<file path="src/rtl/scr1_tapc_ctrl_if.sv">
// JTAG-side and DR-bank-side signals of the SCR1 TAP controller.
// slave = the TAP controller, master = whatever drives the pins / hosts the DR bank.
interface scr1_tapc_ctrl_if #(
    parameter int IR_WIDTH = 5,
    parameter int DR_CNT   = 3
);
    // The pin side has no handshake: every signal is valid at each TCK posedge.
    logic                tms;
    logic                tdi;
    logic [DR_CNT-1:0]   dr_serial;
    logic                tdo;
    logic                tdo_en;
    logic [DR_CNT-1:0]   fsm_dr_select;
    logic                fsm_dr_capture;
    logic                fsm_dr_shift;
    logic                fsm_dr_update;
    logic                dr_serial_in;
    logic [IR_WIDTH-1:0] ir_value;
    logic                tap_tlr;
    logic [3:0]          fsm_state;

    modport master (
        output tms, tdi, dr_serial,
        input  tdo, tdo_en, fsm_dr_select, fsm_dr_capture, fsm_dr_shift,
               fsm_dr_update, dr_serial_in, ir_value, tap_tlr, fsm_state
    );

    modport slave (
        input  tms, tdi, dr_serial,
        output tdo, tdo_en, fsm_dr_select, fsm_dr_capture, fsm_dr_shift,
               fsm_dr_update, dr_serial_in, ir_value, tap_tlr, fsm_state
    );
endinterface

</file>
<file path="src/rtl/scr1_tapc_ctrl.sv">
// IEEE 1149.1 TAP controller: 16-state FSM, instruction register, BYPASS bit,
// DR select decode and TDO multiplexing for the SCR1 debug TAP.
module scr1_tapc_ctrl #(
    parameter int SCR1_IR_WIDTH = 5,
    parameter int SCR1_DR_CNT   = 3,
    parameter logic [SCR1_DR_CNT-1:0][SCR1_IR_WIDTH-1:0] SCR1_DR_CODES = {5'h11, 5'h10, 5'h01},
    parameter logic [SCR1_IR_WIDTH-1:0] SCR1_IR_RESET = 5'h01
) (
    input  logic              clk,
    input  logic              rst,
    scr1_tapc_ctrl_if.slave   jtag
);

    localparam logic [3:0] ST_TLR    = 4'd0;
    localparam logic [3:0] ST_RTI    = 4'd1;
    localparam logic [3:0] ST_SEL_DR = 4'd2;
    localparam logic [3:0] ST_CAP_DR = 4'd3;
    localparam logic [3:0] ST_SH_DR  = 4'd4;
    localparam logic [3:0] ST_EX1_DR = 4'd5;
    localparam logic [3:0] ST_PA_DR  = 4'd6;
    localparam logic [3:0] ST_EX2_DR = 4'd7;
    localparam logic [3:0] ST_UPD_DR = 4'd8;
    localparam logic [3:0] ST_SEL_IR = 4'd9;
    localparam logic [3:0] ST_CAP_IR = 4'd10;
    localparam logic [3:0] ST_SH_IR  = 4'd11;
    localparam logic [3:0] ST_EX1_IR = 4'd12;
    localparam logic [3:0] ST_PA_IR  = 4'd13;
    localparam logic [3:0] ST_EX2_IR = 4'd14;
    localparam logic [3:0] ST_UPD_IR = 4'd15;

    logic [3:0]               r_state;
    logic [3:0]               w_next_state;
    logic [SCR1_IR_WIDTH-1:0] r_ir_shift;
    logic [SCR1_IR_WIDTH-1:0] r_ir_value;
    logic                     r_bypass;

    logic                     w_tlr;
    logic                     w_cap_dr;
    logic                     w_sh_dr;
    logic                     w_upd_dr;
    logic                     w_cap_ir;
    logic                     w_sh_ir;
    logic                     w_upd_ir;
    logic [SCR1_IR_WIDTH-1:0] w_ir_value;
    logic [SCR1_DR_CNT-1:0]   w_dr_select;
    logic                     w_bypass_sel;
    logic                     w_tdo;

    always_ff @(posedge clk) begin
        if (rst) begin
            r_state <= ST_TLR;
        end else begin
            r_state <= w_next_state;
        end
    end

    always_comb begin
        w_next_state = r_state;
        case (r_state)
            ST_TLR:    w_next_state = jtag.tms ? ST_TLR    : ST_RTI;
            ST_RTI:    w_next_state = jtag.tms ? ST_SEL_DR : ST_RTI;
            ST_SEL_DR: w_next_state = jtag.tms ? ST_SEL_IR : ST_CAP_DR;
            ST_CAP_DR: w_next_state = jtag.tms ? ST_EX1_DR : ST_SH_DR;
            ST_SH_DR:  w_next_state = jtag.tms ? ST_EX1_DR : ST_SH_DR;
            ST_EX1_DR: w_next_state = jtag.tms ? ST_UPD_DR : ST_PA_DR;
            ST_PA_DR:  w_next_state = jtag.tms ? ST_EX2_DR : ST_PA_DR;
            ST_EX2_DR: w_next_state = jtag.tms ? ST_UPD_DR : ST_SH_DR;
            ST_UPD_DR: w_next_state = jtag.tms ? ST_SEL_DR : ST_RTI;
            ST_SEL_IR: w_next_state = jtag.tms ? ST_TLR    : ST_CAP_IR;
            ST_CAP_IR: w_next_state = jtag.tms ? ST_EX1_IR : ST_SH_IR;
            ST_SH_IR:  w_next_state = jtag.tms ? ST_EX1_IR : ST_SH_IR;
            ST_EX1_IR: w_next_state = jtag.tms ? ST_UPD_IR : ST_PA_IR;
            ST_PA_IR:  w_next_state = jtag.tms ? ST_EX2_IR : ST_PA_IR;
            ST_EX2_IR: w_next_state = jtag.tms ? ST_UPD_IR : ST_SH_IR;
            ST_UPD_IR: w_next_state = jtag.tms ? ST_SEL_DR : ST_RTI;
            default:   w_next_state = ST_TLR;
        endcase
    end

    // Moore decode only: no path from tms to any strobe.
    always_comb begin
        w_tlr    = (r_state == ST_TLR);
        w_cap_dr = (r_state == ST_CAP_DR);
        w_sh_dr  = (r_state == ST_SH_DR);
        w_upd_dr = (r_state == ST_UPD_DR);
        w_cap_ir = (r_state == ST_CAP_IR);
        w_sh_ir  = (r_state == ST_SH_IR);
        w_upd_ir = (r_state == ST_UPD_IR);
    end

    always_ff @(posedge clk) begin
        if (rst) begin
            r_ir_shift <= '0;
        end else if (w_cap_ir) begin
            r_ir_shift <= {{(SCR1_IR_WIDTH-2){1'b0}}, 2'b01};
        end else if (w_sh_ir) begin
            r_ir_shift <= {jtag.tdi, r_ir_shift[SCR1_IR_WIDTH-1:1]};
        end
    end

    always_ff @(posedge clk) begin
        if (rst || w_tlr) begin
            r_ir_value <= SCR1_IR_RESET;
        end else if (w_upd_ir) begin
            r_ir_value <= r_ir_shift;
        end
    end

    // TLR overrides the register so the reset instruction is visible on entry.
    assign w_ir_value = w_tlr ? SCR1_IR_RESET : r_ir_value;

    always_comb begin
        w_dr_select = '0;
        for (int i = 0; i < SCR1_DR_CNT; i++) begin
            w_dr_select[i] = (w_ir_value == SCR1_DR_CODES[i]);
        end
    end

    assign w_bypass_sel = ~|w_dr_select;

    always_ff @(posedge clk) begin
        if (rst) begin
            r_bypass <= 1'b0;
        end else if (w_bypass_sel && w_cap_dr) begin
            r_bypass <= 1'b0;
        end else if (w_bypass_sel && w_sh_dr) begin
            r_bypass <= jtag.tdi;
        end
    end

    always_comb begin
        w_tdo = 1'b0;
        if (w_sh_ir) begin
            w_tdo = r_ir_shift[0];
        end else if (w_sh_dr) begin
            w_tdo = w_bypass_sel ? r_bypass : |(w_dr_select & jtag.dr_serial);
        end
    end

    assign jtag.tdo            = w_tdo;
    assign jtag.tdo_en         = w_sh_dr | w_sh_ir;
    assign jtag.fsm_dr_select  = w_dr_select;
    assign jtag.fsm_dr_capture = w_cap_dr;
    assign jtag.fsm_dr_shift   = w_sh_dr;
    assign jtag.fsm_dr_update  = w_upd_dr;
    assign jtag.dr_serial_in   = jtag.tdi;
    assign jtag.ir_value       = w_ir_value;
    assign jtag.tap_tlr        = w_tlr;
    assign jtag.fsm_state      = r_state;

endmodule

</file>
<file path="src/flat_wrapper.sv">
// flat-port wrapper written by rule: the top's interface ports become plain ports
module scr1_tapc_ctrl_flat 
#(
    parameter int SCR1_IR_WIDTH = 5,
    parameter int SCR1_DR_CNT   = 3,
    parameter logic [SCR1_DR_CNT-1:0][SCR1_IR_WIDTH-1:0] SCR1_DR_CODES = {5'h11, 5'h10, 5'h01},
    parameter logic [SCR1_IR_WIDTH-1:0] SCR1_IR_RESET = 5'h01
)
  (clk, rst, jtag_tms, jtag_tdi, jtag_dr_serial, jtag_tdo, jtag_tdo_en, jtag_fsm_dr_select, jtag_fsm_dr_capture, jtag_fsm_dr_shift, jtag_fsm_dr_update, jtag_dr_serial_in, jtag_ir_value, jtag_tap_tlr, jtag_fsm_state);
  scr1_tapc_ctrl_if #(.IR_WIDTH(5), .DR_CNT(3)) jtag_i ();
  input  logic clk;
  input  logic rst;
  input wire logic [$bits(jtag_i.tms)-1:0] jtag_tms;
  input wire logic [$bits(jtag_i.tdi)-1:0] jtag_tdi;
  input wire logic [$bits(jtag_i.dr_serial)-1:0] jtag_dr_serial;
  output wire logic [$bits(jtag_i.tdo)-1:0] jtag_tdo;
  output wire logic [$bits(jtag_i.tdo_en)-1:0] jtag_tdo_en;
  output wire logic [$bits(jtag_i.fsm_dr_select)-1:0] jtag_fsm_dr_select;
  output wire logic [$bits(jtag_i.fsm_dr_capture)-1:0] jtag_fsm_dr_capture;
  output wire logic [$bits(jtag_i.fsm_dr_shift)-1:0] jtag_fsm_dr_shift;
  output wire logic [$bits(jtag_i.fsm_dr_update)-1:0] jtag_fsm_dr_update;
  output wire logic [$bits(jtag_i.dr_serial_in)-1:0] jtag_dr_serial_in;
  output wire logic [$bits(jtag_i.ir_value)-1:0] jtag_ir_value;
  output wire logic [$bits(jtag_i.tap_tlr)-1:0] jtag_tap_tlr;
  output wire logic [$bits(jtag_i.fsm_state)-1:0] jtag_fsm_state;
  assign jtag_i.tms = jtag_tms;
  assign jtag_i.tdi = jtag_tdi;
  assign jtag_i.dr_serial = jtag_dr_serial;
  assign jtag_tdo = jtag_i.tdo;
  assign jtag_tdo_en = jtag_i.tdo_en;
  assign jtag_fsm_dr_select = jtag_i.fsm_dr_select;
  assign jtag_fsm_dr_capture = jtag_i.fsm_dr_capture;
  assign jtag_fsm_dr_shift = jtag_i.fsm_dr_shift;
  assign jtag_fsm_dr_update = jtag_i.fsm_dr_update;
  assign jtag_dr_serial_in = jtag_i.dr_serial_in;
  assign jtag_ir_value = jtag_i.ir_value;
  assign jtag_tap_tlr = jtag_i.tap_tlr;
  assign jtag_fsm_state = jtag_i.fsm_state;
  scr1_tapc_ctrl #(.SCR1_IR_WIDTH(SCR1_IR_WIDTH), .SCR1_DR_CNT(SCR1_DR_CNT), .SCR1_DR_CODES(SCR1_DR_CODES), .SCR1_IR_RESET(SCR1_IR_RESET)) u_core (.clk(clk), .rst(rst), .jtag(jtag_i));
endmodule
</file>
<file path="config.mk">
export PLATFORM = sky130hd
export DESIGN_NAME = scr1_tapc_ctrl_flat
export DESIGN_NICKNAME = d
export VERILOG_FILES = /design/src/rtl/scr1_tapc_ctrl_if.sv /design/src/rtl/scr1_tapc_ctrl.sv /design/src/flat_wrapper.sv
export SDC_FILE = /design/constraint.sdc
export NUM_CORES = 1
export LEC_CHECK = 0
export BUFFER_PORTS_ARGS = -buffer_cell sky130_fd_sc_hd__buf_2
export CORE_ASPECT_RATIO = 0.8
export CORE_MARGIN = 10
export CORE_UTILIZATION = 30
export CTS_CLUSTER_DIAMETER = 80
export DETAILED_ROUTE_END_ITERATION = 8
export SLEW_MARGIN = 20
export SYNTH_ARGS = -nofsm -noshare
export SYNTH_HDL_FRONTEND = slang
export SYNTH_SLANG_ARGS = --single-unit
</file>
<file path="constraint.sdc">
create_clock -name clk -period 2 [get_ports clk]
set_clock_uncertainty 0.1 [all_clocks]
set_input_delay 0.1 -clock clk [delete_from_list [all_inputs] [get_ports clk]]
set_output_delay 0.1 -clock clk [all_outputs]
set_load 0.02 [all_outputs]
</file>
* Yosys cells after proc, flatten, opt, wreduce, memory -nomap -nowiden *
Index checks and enable logic that the tools add are counted.

operators by class
  eq/ne operators = 18
  muxes and demuxes = 19
  bitwise gates (word level) = 2
  reduce and logical (&&, ||, !) cells = 13

operators by type and width
  cell                                           count
  case mux 4 bit (12 select lines)               1
  == test 4 bit, second input constant           8
  == test 4 x 3 -> 1 bit, second input constant  4
  two-way mux 4 bit                              4
  == test 5 bit, second input constant           2
  OR reduction 3 bit                             3
  == test 4 x 2 -> 1 bit, second input constant  2
  two-way mux 1 bit                              8
  OR reduction 2 bit                             4
  two-way mux 2 bit                              3
  two-way mux 3 bit                              2
  == test 5 x 1 -> 1 bit, second input constant  1
  two-way mux 5 bit                              1
  == test 4 x 1 -> 1 bit, second input constant  1
  zero test 4 bit                                1
  bitwise AND 3 bit                              1
  logical AND 1 bit                              2
  nonzero test 2 bit                             1
  zero test 1 bit                                1
  logical OR 1 bit                               1
  OR 1 bit                                       1

word-level totals
  register bits = 15
  logic and storage cells = 57
  output and inout bits = 19

* Depth between registers and ports, before layout *
  depth after elaboration = 8
  depth in mapped cells = 7

* Least setup slack after synthesis *
No wires, ideal clock.

  path type = flip-flop to output port
  start point = register u_core.r_state[1] (netlist: u_core.jtag.fsm_state[1])
  end point = output port jtag_tdo
  buffers on the path = 2
  arrival time = 1.734 ns
  setup slack = 0.066 ns
  stages on the path, launching flop included = 7
  cell sequence = dfxtp_1 > buf_6 > or4_4 > buf_6 > o2111ai_2 > o211ai_1 > o22ai_1

on the way
  cells in the longest elaborated chain, start to end = 8
  elaborated cells between the ends (all ways) = 13
  classes of those cells = eq/ne: 5; mux: 4; bitwise: 1; reduce/logical: 3

ends and longest elaborated chain
  what                                                     line                   RTL
  from (decl)                                              scr1_tapc_ctrl.sv:31   logic [3:0] r_state;
  from (signal assigned)                                   scr1_tapc_ctrl.sv:53   r_state <= w_next_state;
  zero test 4 bit                                          scr1_tapc_ctrl.sv:82   w_tlr = (r_state == ST_TLR);
  two-way mux 5 bit                                        scr1_tapc_ctrl.sv:110  assign w_ir_value = w_tlr ? SCR1_IR_RESET : r_ir_value;
  == test 5 x 1 -> 1 bit or == test 5 bit (tied branches)  scr1_tapc_ctrl.sv:115  w_dr_select[i] = (w_ir_value == SCR1_DR_CODES[i]);
  bitwise AND 3 bit                                        scr1_tapc_ctrl.sv:136  w_tdo = w_bypass_sel ? r_bypass : |(w_dr_select & jtag.dr_serial);
  OR reduction 3 bit                                       scr1_tapc_ctrl.sv:136
  two-way mux 1 bit                                        scr1_tapc_ctrl.sv:136
  two-way mux 1 bit                                        scr1_tapc_ctrl.sv:135  end else if (w_sh_dr) begin
  two-way mux 1 bit (*)                                    scr1_tapc_ctrl.sv:133  if (w_sh_ir) begin
  to (decl)                                                flat_wrapper.sv:16     output wire logic [$bits(jtag_i.tdo)-1:0] jtag_tdo;

Mark *: on every way between the ends. The rest lies on a longest branch, timed or not.

* Worst setup path after layout *
Same ends and word-level chain as after synthesis.

==> impl_metrics.csv <==
group,metric,value,unit
route,firstDrtPassIters,4,
yosys,synth_flop_cell,"dfxtp_1",
global_routing,grt_pass1_vias,819,
cells_and_area,num_antenna_cells,0,
die,dieArea,5745,um2
sta,rsz0062_at_grt,"false",
yosys,avgSynthCellArea,8.166,um2
sta,setup_violations,0,
worst_setup_path,crit_arrival,1.70,ns
worst_setup_path,cp-end-kind,"primary output",
yosys,yosysWarnings,0,
min_path,hold_class,"primary input to flip-flop",
worst_setup_path,crit_chain,"or4_4 > o2111ai_2 > o211ai_1 > o22ai_1 > buf_2",
power,peakVddDrop,224.8,uV
global_routing,grt_first_pass_wirelength,3870,um
die,die_h,69.83,um
worst_setup_path,worstPathMaxFanout,10,
global_routing,grt_max_degree,18,
global_routing,grt_overflow,0,
run,maxCapViolations,0,
cells_and_area,areaGrowthSynthToFinish,21.37,%
cells_and_area,multi_input_area,566.8,um2
worst_setup_path,startpoint_type,"flip-flop",
yosys,ys_seq_elements,15,
cells_and_area,n_fill_cell,301,
clock_network,clk_pin_slew,0.06,ns
sta,post-route-period-util,95.21,%
placed_design,gp_routability_congestion,0.7898,
clock_network,cts_htree_levels,1,
die,row_count,17,
sta,drv_slew,0,
cells_and_area,final_cell_area,1130,um2
cells_and_area,final_cell_count_no_fill,176,
global_routing,grt_use_total,8.171,%
worst_setup_path,timing.critical_path.required,1.80,ns
clock_network,ctsHoldBuffers,0,
route,wl_per_cell,13.98,um
placed_design,dp_hpwl,1869,um
die,core_area,2872,um2
placed_design,placedCellCount,172,
die,fp.dieW,82.28,um
clock_network,cts_tree,"done",
power,p_leak,0.0005181,uW
status,status,"finished, final reports clean",
global_routing,antenna_found_initial,0,
yosys,synth-edff-count,0,
route,post-route-drc-count,0,
yosys,synth_top_cell_by_area,"dfxtp_1",
worst_setup_path,max_stage_delay,0.60,ns
sta,worstMarginPinSlew,0.3533,ns
clock_network,post_cts_buffers,0,
sta,period_minus_slack,1.904,ns
placed_design,numPortBuffers,25,
cells_and_area,drive_above_1_share,28.26,%
yosys,ys_seq_area_share,32.26,%
worst_setup_path,slowest_stage,"or4_4",
route,via_per_inst,5.023,
yosys,syn_inst,114,
route,drt-initial-drc-count,65,
yosys,yosys-top-cells-area,"dfxtp_1 32%, mux2i_1 9.7%, nor2_1 5.6%, nand2_1 4.0%, nand2b_1 4.0%",
clock_network,numCtsBuffers,3,
route,ant_nets,0,
worst_setup_path,worst-path-buf-inv,1,
clock_network,clkLatencyLatePin,0.25,ns
yosys,yosysUniqueCellTypes,38,
clock_network,cts.sinks,15,
worst_setup_path,cpLargestDelayFamily,"simple AND/OR/NAND/NOR gates",
placed_design,dpl_cell_area,1075,um2
die,start_util,32.42,%
power,p_per_area,601.9,nW/um2
yosys,yosys-top-cells-count,"15 x dfxtp_1, 14 x nor2_1, 10 x nand2_1",
die,num_io_pins,26,
clock_network,cts-root-buf,"clkbuf_8",
yosys,postSynth.asyncResetShare,0,%
sta,tns,0,ns
yosys,syn-num-nets,121,
yosys,netlist.area_leader.share,32.26,%
sta,relSlewSlack,76.19,%
yosys,synth.most_common_cell,"dfxtp_1",
route,drt_wl_total,2460,um
sta,max_freq,525.2,MHz
worst_setup_path,crit_type,"flip-flop to primary output",
clock_network,clock_path_buffers,2,
route,vias,884,
cells_and_area,seqCellArea,300.3,um2
sta,hold_viol_final,0,
yosys,synth_area,930.9,um2
cells_and_area,nets,146,
-- stage by stage --
stage | hold slack (ns) | util (%) | total power, uW | setup WS [ns]
4_1_cts | 0.01936 | 39.00 | 687.0 | 0.07216
3_5_place_dp | 0.2747 | 37.43 | 441.4 | 0.3497
3_3_place_gp | 0.2646 | 37.43 | 438.2 | 0.3719
6_report | 0.02831 | 39.35 | 680.1 | 0.09587
2_1_floorplan | 0.06907 | - | 416.2 | 0.06612
5_1_grt | 0.04063 | 39.35 | 719.3 | 0.009995
-- timing repair --
action                     CTS  global route
hold endpoints to repair     0             0
setup endpoints to repair    0             1
gates resized for setup      0             2
-- path summary, 6_finish.rpt --
| kind | to | cells past startpoint | slack, ns | start |
|---|---|---|---|---|
| max | jtag_tdo | 5 | 0.1 | u_core.jtag.fsm_state[1] |
| min | u_core.r_ir_shift[4] | 3 | 0.03 | jtag_tdi |
| max reg2reg | u_core.r_bypass | 5 | 0.43 | u_core.jtag.fsm_state[1] |
| min reg2reg | u_core.r_bypass | 2 | 0.40 | u_core.r_bypass |
-- worst reg2reg max path, delay by kind of cell, from the launching register on --
family | cells | cell delay, ns
AO/OA/AOI/OAI | 1 | 0.14
buffers and inverters | 1 | 0.19
flip-flops | 1 | 0.32
AND/OR/NAND/NOR | 3 | 0.75
-- cell type report --
cell class              count  share of cell area, %
multi-input cells          86                  50.17
well taps                  38                  4.208
repair buffers             29                  13.73
flip-flops and latches     15                  26.58
inverters                   4                  1.329
clock buffers               4                  3.987
-- layer usage --
metal / GRT usage (%) / routed length, um
met1: 9.507 / 1076
met2: 13.37 / 1132
met3: 2.713 / 219
met4: 2.809 / 32
met5: 0 / 0
-- sequential cells by signal (all words and copies together) (netlist names) --
| register | cells |
|---|---|
| u_core.r_ir_shift | 5 |
| u_core.r_ir_value | 5 |
| u_core.jtag.fsm_state | 4 |
| u_core.r_bypass | 1 |
-- power breakdown --
| part | internal [uW] | leakage (uW) | switching (uW) | total, uW |
|---|---|---|---|---|
| Combinational | 46.5 | 0.000374 | 80.8 | 127 |
| Clock | 141 | 0.0000228 | 103 | 244 |
| Sequential | 304 | 0.000121 | 4.33 | 309 |
-- logic make-up (layout without fill, tap and decap cells) --
family	Yosys count	count (layout)	share of synthesized area, %
AOI/OAI and AO/OA	25	25	19.63
xor gates and xnor gates	1	1	0.9410
buffers and inverters	13	37	7.929
DFF	15	15	32.26
muxes	9	9	9.678
and+or+nand+nor	51	51	29.57
-- cells in the final DEF, fill, tap and decap left out, types with 2 or more instances in the layout --
master    Yosys  layout
a21oi_1       4       4
a31oi_1       3       3
and2_1        4       4
buf_2         2      25
buf_4         2       4
clkbuf_8      0       3
dfxtp_1      15      15
inv_1         4       4
mux2i_1       9       9
nand2_1      10      10
nand2b_1      6       6
nand3_1       3       2
nor2_1       14      14
nor2b_1       2       2
nor3_1        5       4
nor3b_1       2       2
o21ai_0       4       4
(Power assumes the default switching activity.)
